===== src/rtl/muldiv_pkg.sv =====
// muldiv_pkg: shared constants and types for the RV32M/RV64M multiply/divide unit.
//   - funct3 encodings of the M-extension ops
//   - funct7 value that routes an OP instruction to this unit
//   - FSM state type and operand-signedness helpers
package muldiv_pkg;

    localparam logic [6:0] FUNCT7_MULDIV = 7'b0000001;

    localparam logic [2:0] FUNCT3_MUL    = 3'b000;
    localparam logic [2:0] FUNCT3_MULH   = 3'b001;
    localparam logic [2:0] FUNCT3_MULHSU = 3'b010;
    localparam logic [2:0] FUNCT3_MULHU  = 3'b011;
    localparam logic [2:0] FUNCT3_DIV    = 3'b100;
    localparam logic [2:0] FUNCT3_DIVU   = 3'b101;
    localparam logic [2:0] FUNCT3_REM    = 3'b110;
    localparam logic [2:0] FUNCT3_REMU   = 3'b111;

    typedef enum logic [1:0] {
        ST_IDLE,
        ST_CALC,
        ST_FIXUP,
        ST_DONE
    } muldiv_state_t;

    function automatic logic rs1_is_signed(input logic [2:0] f);
        return (f == FUNCT3_MULH) || (f == FUNCT3_MULHSU) ||
               (f == FUNCT3_DIV)  || (f == FUNCT3_REM);
    endfunction

    function automatic logic rs2_is_signed(input logic [2:0] f);
        return (f == FUNCT3_MULH) || (f == FUNCT3_DIV) || (f == FUNCT3_REM);
    endfunction

endpackage


===== src/rtl/muldiv_if.sv =====
// muldiv_if: request/response bundle between pipeline control and muldiv_unit.
//   request : in_valid, in_ready, funct3, rs1_value, rs2_value, in_tag
//   response: out_valid, out_ready, aluout, out_tag
//   master = pipeline side, slave = muldiv_unit side.
interface muldiv_if #(
    parameter int XLEN  = 32,
    parameter int TAG_W = 5
);
    logic             in_valid;
    logic             in_ready;
    logic [2:0]       funct3;
    logic [XLEN-1:0]  rs1_value;
    logic [XLEN-1:0]  rs2_value;
    logic [TAG_W-1:0] in_tag;
    logic             out_valid;
    logic             out_ready;
    logic [XLEN-1:0]  aluout;
    logic [TAG_W-1:0] out_tag;

    modport master (
        output in_valid, funct3, rs1_value, rs2_value, in_tag, out_ready,
        input  in_ready, out_valid, aluout, out_tag
    );

    modport slave (
        input  in_valid, funct3, rs1_value, rs2_value, in_tag, out_ready,
        output in_ready, out_valid, aluout, out_tag
    );
endinterface


===== src/rtl/muldiv_core.sv =====
// muldiv_core: iterative datapath of the multiply/divide unit.
//   start  : load operand magnitudes/sign flags; load special-case result directly
//   step   : one shift-add (multiply) or restoring shift-subtract (divide) iteration
//   fixup  : sign correction and result selection into result
//   special: combinational flag, current request resolves without iterating
module muldiv_core
    import muldiv_pkg::*;
#(
    parameter int XLEN = 32
) (
    input  logic            clk,
    input  logic            rst_n,
    input  logic            start,
    input  logic            step,
    input  logic            fixup,
    input  logic [2:0]      funct3,
    input  logic [XLEN-1:0] rs1,
    input  logic [XLEN-1:0] rs2,
    output logic            special,
    output logic [XLEN-1:0] result
);

    // acc holds {high, low}: multiply = {partial product, multiplier},
    // divide = {remainder, dividend shifting into quotient}.
    logic [2*XLEN-1:0] acc_q, acc_d;
    logic [XLEN-1:0]   opnd_q, opnd_d;
    logic [2:0]        op_q, op_d;
    logic              neg1_q, neg1_d, neg2_q, neg2_d;
    logic [XLEN-1:0]   result_q, result_d;

    logic              neg1, neg2, div_by_zero, overflow;
    logic [XLEN-1:0]   a_mag, b_mag, special_val;
    logic [XLEN:0]     sum, shifted, diff;
    logic [2*XLEN-1:0] prod;
    logic [XLEN-1:0]   quo, rem;

    always_comb begin
        acc_d       = acc_q;
        opnd_d      = opnd_q;
        op_d        = op_q;
        neg1_d      = neg1_q;
        neg2_d      = neg2_q;
        result_d    = result_q;
        neg1        = rs1_is_signed(funct3) & rs1[XLEN-1];
        neg2        = rs2_is_signed(funct3) & rs2[XLEN-1];
        a_mag       = neg1 ? -rs1 : rs1;
        b_mag       = neg2 ? -rs2 : rs2;
        div_by_zero = funct3[2] && (rs2 == '0);
        overflow    = ((funct3 == FUNCT3_DIV) || (funct3 == FUNCT3_REM)) &&
                      (rs1 == {1'b1, {(XLEN-1){1'b0}}}) && (rs2 == '1);
        special     = div_by_zero || overflow;
        if (div_by_zero) special_val = funct3[1] ? rs1 : '1;
        else             special_val = funct3[1] ? '0 : rs1;

        sum     = {1'b0, acc_q[2*XLEN-1:XLEN]} + (acc_q[0] ? {1'b0, opnd_q} : '0);
        shifted = acc_q[2*XLEN-1:XLEN-1];
        // Partial remainder is always below the divisor, so diff[XLEN] is the borrow.
        diff    = shifted - {1'b0, opnd_q};
        prod    = (neg1_q ^ neg2_q) ? -acc_q : acc_q;
        quo     = (neg1_q ^ neg2_q) ? -acc_q[XLEN-1:0] : acc_q[XLEN-1:0];
        rem     = neg1_q ? -acc_q[2*XLEN-1:XLEN] : acc_q[2*XLEN-1:XLEN];

        if (start) begin
            op_d   = funct3;
            neg1_d = neg1;
            neg2_d = neg2;
            if (funct3[2]) begin
                opnd_d = b_mag;
                acc_d  = {{XLEN{1'b0}}, a_mag};
            end else begin
                opnd_d = a_mag;
                acc_d  = {{XLEN{1'b0}}, b_mag};
            end
            if (special) result_d = special_val;
        end else if (step) begin
            if (op_q[2])
                acc_d = {diff[XLEN] ? shifted[XLEN-1:0] : diff[XLEN-1:0],
                         acc_q[XLEN-2:0], ~diff[XLEN]};
            else
                acc_d = {sum, acc_q[XLEN-1:1]};
        end else if (fixup) begin
            case (op_q)
                FUNCT3_MUL:                result_d = prod[XLEN-1:0];
                FUNCT3_DIV, FUNCT3_DIVU:   result_d = quo;
                FUNCT3_REM, FUNCT3_REMU:   result_d = rem;
                default:                   result_d = prod[2*XLEN-1:XLEN];
            endcase
        end
    end

    always_ff @(posedge clk or negedge rst_n) begin
        if (!rst_n) begin
            acc_q    <= '0;
            opnd_q   <= '0;
            op_q     <= '0;
            neg1_q   <= 1'b0;
            neg2_q   <= 1'b0;
            result_q <= '0;
        end else begin
            acc_q    <= acc_d;
            opnd_q   <= opnd_d;
            op_q     <= op_d;
            neg1_q   <= neg1_d;
            neg2_q   <= neg2_d;
            result_q <= result_d;
        end
    end

    assign result = result_q;

endmodule


===== src/rtl/muldiv_unit.sv =====
// muldiv_unit: multi-cycle RV32M/RV64M multiply/divide unit.
//   clk, rst_n : clock, asynchronous active-low reset
//   flush      : abandon the in-flight op, return to IDLE
//   busy       : unit holds an op (state != IDLE)
//   bus        : request/response handshake (muldiv_if.slave)
//
// state    | meaning
// ---------+------------------------------------------------------
// IDLE     | waiting for a request, in_ready high
// CALC     | XLEN iterations of shift-add / shift-subtract
// FIXUP    | sign correction and result selection
// DONE     | out_valid high, result held until out_ready
module muldiv_unit
    import muldiv_pkg::*;
#(
    parameter int XLEN  = 32,
    parameter int TAG_W = 5
) (
    input  logic     clk,
    input  logic     rst_n,
    input  logic     flush,
    output logic     busy,
    muldiv_if.slave  bus
);

    localparam int CNT_W = $clog2(XLEN);

    muldiv_state_t    state_q, state_d;
    logic [CNT_W-1:0] cnt_q, cnt_d;
    logic [TAG_W-1:0] tag_q, tag_d;
    logic             in_ready_q, in_ready_d;
    logic             accept, start, step, fixup, special;
    logic [XLEN-1:0]  result;

    always_comb begin
        state_d = state_q;
        cnt_d   = cnt_q;
        tag_d   = tag_q;
        start   = 1'b0;
        step    = 1'b0;
        fixup   = 1'b0;
        accept  = bus.in_valid && in_ready_q && !flush;
        case (state_q)
            ST_IDLE: begin
                if (accept) begin
                    start   = 1'b1;
                    tag_d   = bus.in_tag;
                    cnt_d   = '0;
                    state_d = special ? ST_DONE : ST_CALC;
                end
            end
            ST_CALC: begin
                step  = 1'b1;
                cnt_d = cnt_q + 1'b1;
                if (cnt_q == CNT_W'(XLEN-1)) state_d = ST_FIXUP;
            end
            ST_FIXUP: begin
                fixup   = 1'b1;
                state_d = ST_DONE;
            end
            ST_DONE: begin
                if (bus.out_ready) state_d = ST_IDLE;
            end
            default: state_d = ST_IDLE;
        endcase
        if (flush) state_d = ST_IDLE;
        // Registered so in_ready reads 0 during reset and has no path from out_ready.
        in_ready_d = (state_d == ST_IDLE);
    end

    always_ff @(posedge clk or negedge rst_n) begin
        if (!rst_n) begin
            state_q    <= ST_IDLE;
            cnt_q      <= '0;
            tag_q      <= '0;
            in_ready_q <= 1'b0;
        end else begin
            state_q    <= state_d;
            cnt_q      <= cnt_d;
            tag_q      <= tag_d;
            in_ready_q <= in_ready_d;
        end
    end

    muldiv_core #(.XLEN(XLEN)) u_core (
        .clk     (clk),
        .rst_n   (rst_n),
        .start   (start),
        .step    (step),
        .fixup   (fixup),
        .funct3  (bus.funct3),
        .rs1     (bus.rs1_value),
        .rs2     (bus.rs2_value),
        .special (special),
        .result  (result)
    );

    assign bus.in_ready  = in_ready_q;
    assign bus.out_valid = (state_q == ST_DONE);
    assign bus.aluout    = result;
    assign bus.out_tag   = tag_q;
    assign busy          = (state_q != ST_IDLE);

endmodule


===== src/flat_wrapper.sv =====
// flat-port wrapper written by rule: the top's interface ports become plain ports
module muldiv_unit_flat import muldiv_pkg::*;
#(
    parameter int XLEN  = 32,
    parameter int TAG_W = 5
)
  (clk, rst_n, flush, busy, bus_in_valid, bus_funct3, bus_rs1_value, bus_rs2_value, bus_in_tag, bus_out_ready, bus_in_ready, bus_out_valid, bus_aluout, bus_out_tag);
  muldiv_if #(.XLEN(XLEN), .TAG_W(TAG_W)) bus_i ();
  input  logic clk;
  input  logic rst_n;
  input  logic flush;
  output logic busy;
  input wire logic [$bits(bus_i.in_valid)-1:0] bus_in_valid;
  input wire logic [$bits(bus_i.funct3)-1:0] bus_funct3;
  input wire logic [$bits(bus_i.rs1_value)-1:0] bus_rs1_value;
  input wire logic [$bits(bus_i.rs2_value)-1:0] bus_rs2_value;
  input wire logic [$bits(bus_i.in_tag)-1:0] bus_in_tag;
  input wire logic [$bits(bus_i.out_ready)-1:0] bus_out_ready;
  output wire logic [$bits(bus_i.in_ready)-1:0] bus_in_ready;
  output wire logic [$bits(bus_i.out_valid)-1:0] bus_out_valid;
  output wire logic [$bits(bus_i.aluout)-1:0] bus_aluout;
  output wire logic [$bits(bus_i.out_tag)-1:0] bus_out_tag;
  assign bus_i.in_valid = bus_in_valid;
  assign bus_i.funct3 = bus_funct3;
  assign bus_i.rs1_value = bus_rs1_value;
  assign bus_i.rs2_value = bus_rs2_value;
  assign bus_i.in_tag = bus_in_tag;
  assign bus_i.out_ready = bus_out_ready;
  assign bus_in_ready = bus_i.in_ready;
  assign bus_out_valid = bus_i.out_valid;
  assign bus_aluout = bus_i.aluout;
  assign bus_out_tag = bus_i.out_tag;
  muldiv_unit #(.XLEN(XLEN), .TAG_W(TAG_W)) u_core (.clk(clk), .rst_n(rst_n), .flush(flush), .busy(busy), .bus(bus_i));
endmodule

===== config.mk =====
export PLATFORM = sky130hd
export DESIGN_NAME = muldiv_unit_flat
export DESIGN_NICKNAME = d
export VERILOG_FILES = /design/src/rtl/muldiv_pkg.sv /design/src/rtl/muldiv_if.sv /design/src/rtl/muldiv_core.sv /design/src/rtl/muldiv_unit.sv /design/src/flat_wrapper.sv
export SDC_FILE = /design/constraint.sdc
export NUM_CORES = 1
export LEC_CHECK = 0
export ABC_AREA = 1
export CAP_MARGIN = 20
export CORE_MARGIN = 1.5
export CORE_UTILIZATION = 50
export CTS_CLUSTER_SIZE = 28
export DETAILED_ROUTE_END_ITERATION = 6
export PLACE_DENSITY = 0.69
export SLEW_MARGIN = 20
export SYNTH_ARGS = -nofsm -noshare
export SYNTH_HDL_FRONTEND = slang
export SYNTH_SLANG_ARGS = --single-unit

===== constraint.sdc =====
create_clock -name clk -period 7.5 [get_ports clk]
set_clock_uncertainty 0.15 [all_clocks]
set_input_delay 2.25 -clock clk [delete_from_list [all_inputs] [get_ports clk]]
set_output_delay 2.25 -clock clk [all_outputs]
set_load 0.005 [all_outputs]

==> impl_metrics.csv <==
group,metric,value,unit
outcome,status,"complete, but fails checks",
outcome,violations,"DRC",
setup_path,cp_slowest_cell,"clkinv_1",
detailed_routing,via_count,23305,
logic_synthesis,synth_nets,3456,
detailed_routing,ant_nets,0,
detailed_routing,routed_wl,85900,microns
setup_path,critical_path_required,7.74,ns
global_routing,grt_pass1_wl,129000,microns
global_routing,first_global_vias,21491,
floorplanning,fp.dieW,196,microns
global_routing,grt_max_degree,86,
detailed_routing,drt_iter0_markers,3106,
sta,worstMarginPinSlew,0.993,ns
floorplanning,die_area,38300,sq um
setup_path,crit_fanout,47,
sta,period_needed,5.32,ns
sta,period_share,0.709,
cells_and_area,antenna_cells,0,
logic_synthesis,ys_async_sr_fraction,1.00,
pwr,power.density,500,nW/um^2
detailed_routing,drc,3,
global_routing,grt_util_all_layers,0.449,
cts,cts_buffers,17,
cts,clock-sinks,146,
logic_synthesis,yosysTopAreaCellShare,0.228,
floorplanning,rows,70,
sta,slew-limit-headroom,0.337,
setup_path,path_class,"input port to flop",
detailed_routing,routed_via_density,6.09,
setup_path,cp.arrival,5.56,ns
setup_path,cp_cell_sequence,"clkdlybuf4s50_1 -> nand2_1 -> nor2_1 -> nand2_2 -> buf_4 -> nor2_2 -> buf_4 -> clkinv_1 -> o221ai_1 -> a21oi_1 -> nor2_1",
cells_and_area,area_growth,10.3,%
cts,clk_latency,0.47,ns
cells_and_area,nets,3496,
sta,whs,0.339,ns
logic_synthesis,synth_area_leaders,"nand2_1 (23%), dfrtp_1 (20%), nand3_1 (9.3%)",
logic_synthesis,syn_avg_cell_area,5.61,sq um
cts,cts_resized,0,
logic_synthesis,synth-edff-count,0,
cts,cts-root-buf,"clkbuf_16",
global_routing,grt_overflow,0,
logic_synthesis,synth-adder-area-share,0.0500,
floorplanning,fp.dieH,196,microns
sta,finalMaxSlewViolations,0,
cts,clk_pin_slew,0.07,ns
setup_path,end_kind,"flop",
sta,tns,0,ns
sta,timing.fmax,188,MHz
cells_and_area,final_util,0.559,
setup_path,startpoint_type,"input port",
floorplanning,core,36600,sq um
global_routing,grt_antenna_before_repair,2,
logic_synthesis,postSynthCellCount,3306,
pwr,vdd_drop_max,0.219,mV
floorplanning,initial_core_util,0.507,
logic_synthesis,synth_seq_area_share,0.197,
placed_design,port-buffer-count,116,
logic_synthesis,ys_warn_count,0,
job,maxCapViolCount,0,
placed_design,pre_cts_slack,1.92,ns
logic_synthesis,synthXorXnorAreaFrac,0.0330,
sta,setup_viol,0,
setup_path,max_stage_delay,0.73,ns
pwr,leakagePower,10.5,nW
logic_synthesis,ys_ff_latch,146,
logic_synthesis,ys_types,58,
cts,hold_buffers,0,
placed_design,dpl.hpwl,68800,microns
logic_synthesis,ys.flop_type,"dfrtp_1",
placed_design,gp_congestion,1.13,
logic_synthesis,syn_area,18600,sq um
cells_and_area,drive_above_1_share,0.0488,
detailed_routing,wl_per_cell,22.4,microns
logic_synthesis,synth_top_family_by_area,"simple AND/OR/NAND/NOR gates",
worst_hold_path,hp-class,"flop to flop",
logic_synthesis,synth-simple-area-share,0.464,
cts,tritoncts,"yes",
sta,fin_ws,2.18,ns
logic_synthesis,synthMuxAreaShare,0,
detailed_routing,drt_pass1_iterations,7,
cts,postCtsSetupRepairBufs,0,
sta,finalHoldViolCount,0,
cts,cts_max_level,4,
logic_synthesis,synth_largest_area_cell,"nand2_1",
cts,clockBufferDepth,2,
logic_synthesis,synth_compound_area_frac,0.135,
sta,rsz0062_at_grt,"false",
floorplanning,pin_count,117,
[layout by cell type (no fill, tap or decap), types with 7 or more instances in the layout]
cell,n
nand4_1,45
nand3_1,345
o21ai_0,134
inv_2,20
o211ai_1,43
clkdlybuf4s50_1,115
nor2_4,7
xnor2_1,14
xor2_1,56
or2_2,11
nor2_1,383
nor2_2,18
a31oi_1,21
o21bai_1,9
nand2_2,18
nand3b_1,17
ha_1,71
a21oi_1,150
nor3_1,22
clkbuf_16,17
buf_4,16
nand3_2,14
o21ai_1,20
nand2_1,1126
o221ai_1,14
dfrtp_1,145
inv_1,421
[where the power goes]
group,switching [W],total (W),internal [W]
combinational,0.00508,0.00740,0.00232
clock,0.000425,0.000908,0.000484
sequential,0.000777,0.00192,0.00115
total,0.00628,0.0102,0.00395
[worst max-delay path: cells and delay by family]
kind / cells / cell delay (ns)
AOI/OAI and AO/OA: 2 / 0.50
buffers and inverters: 4 / 1.98
and+or+nand+nor: 5 / 0.83
[per-layer routing]
layer	wire, microns	GRT usage	up-vias
met4	7570	0.322	4
met2	36100	0.689	1685
li1	-	-	10656
met5	26	0	-
met1	32200	0.551	10551
met3	10100	0.109	409
[final timing paths]
check,slack [ns],endpoint,depth (start not counted),startpoint
worst max-delay path,2.18,u_core.u_core.acc_q[0],11,bus_in_valid
worst min-delay path,0.34,u_core.bus.out_tag[0],2,u_core.bus.out_tag[0]
worst max register to register,3.71,u_core.u_core.acc_q[38],16,u_core.u_core.acc_q[32]
worst min register to register,0.34,u_core.bus.out_tag[0],2,u_core.bus.out_tag[0]
max in group asynchronous,4.05,u_core.u_core.acc_q[57],2,rst_n
min in group asynchronous,1.65,u_core.u_core.result[15],1,rst_n
[synthesized netlist by cell type, types with 17 or more instances]
cell	instances
clkbuf_1	37
nand3_1	345
dfrtp_1	146
o211ai_1	43
inv_1	422
nor2_2	17
buf_2	47
nand2_1	1127
a21oi_1	150
ha_1	71
inv_2	19
o21ai_1	20
o21ai_0	134
nand2_2	17
nor2_1	386
nor3_1	22
xor2_1	56
nand4_1	45
nand3b_1	17
a31oi_1	21
[stage by stage]
stage	power, W	instance area, sq um	cells
floorplan	0.00650	18600	3306
global placement	0.00888	19900	3795
detailed placement	0.00900	19900	3795
CTS	0.00993	20500	3827
global route	0.0109	20500	3827
finish	0.0102	20500	3827
[logic make-up (layout without fill, tap and decap cells)]
logic type,after synthesis,after routing
XOR/XNOR,70,70
AO/OA/AOI/OAI,432,432
adder cells (fa/ha/maj),73,73
buffers and inverters,556,609
flip-flops,146,146
AND/OR/NAND/NOR,2029,2029
[flip-flops by register name, summed over array words and instances, names as in the netlist, 2 cells and up]
name and flops:
u_core.bus.out_tag 5, u_core.cnt_q 5, u_core.state_q 2, u_core.u_core.acc_q 64, u_core.u_core.op_q 3, u_core.u_core.opnd_q 32
u_core.u_core.result 32
[layout make-up]
class	instances	area (sq um)
fill	3772	16100
multi-input combinational	2604	12700
sequential	146	3650
inverter	445	1670
timing repair buffer	132	1280
tap	468	586
clock buffer	18	439
clock inverter	14	158
Note: power is estimated with default switching activity, not from simulation.
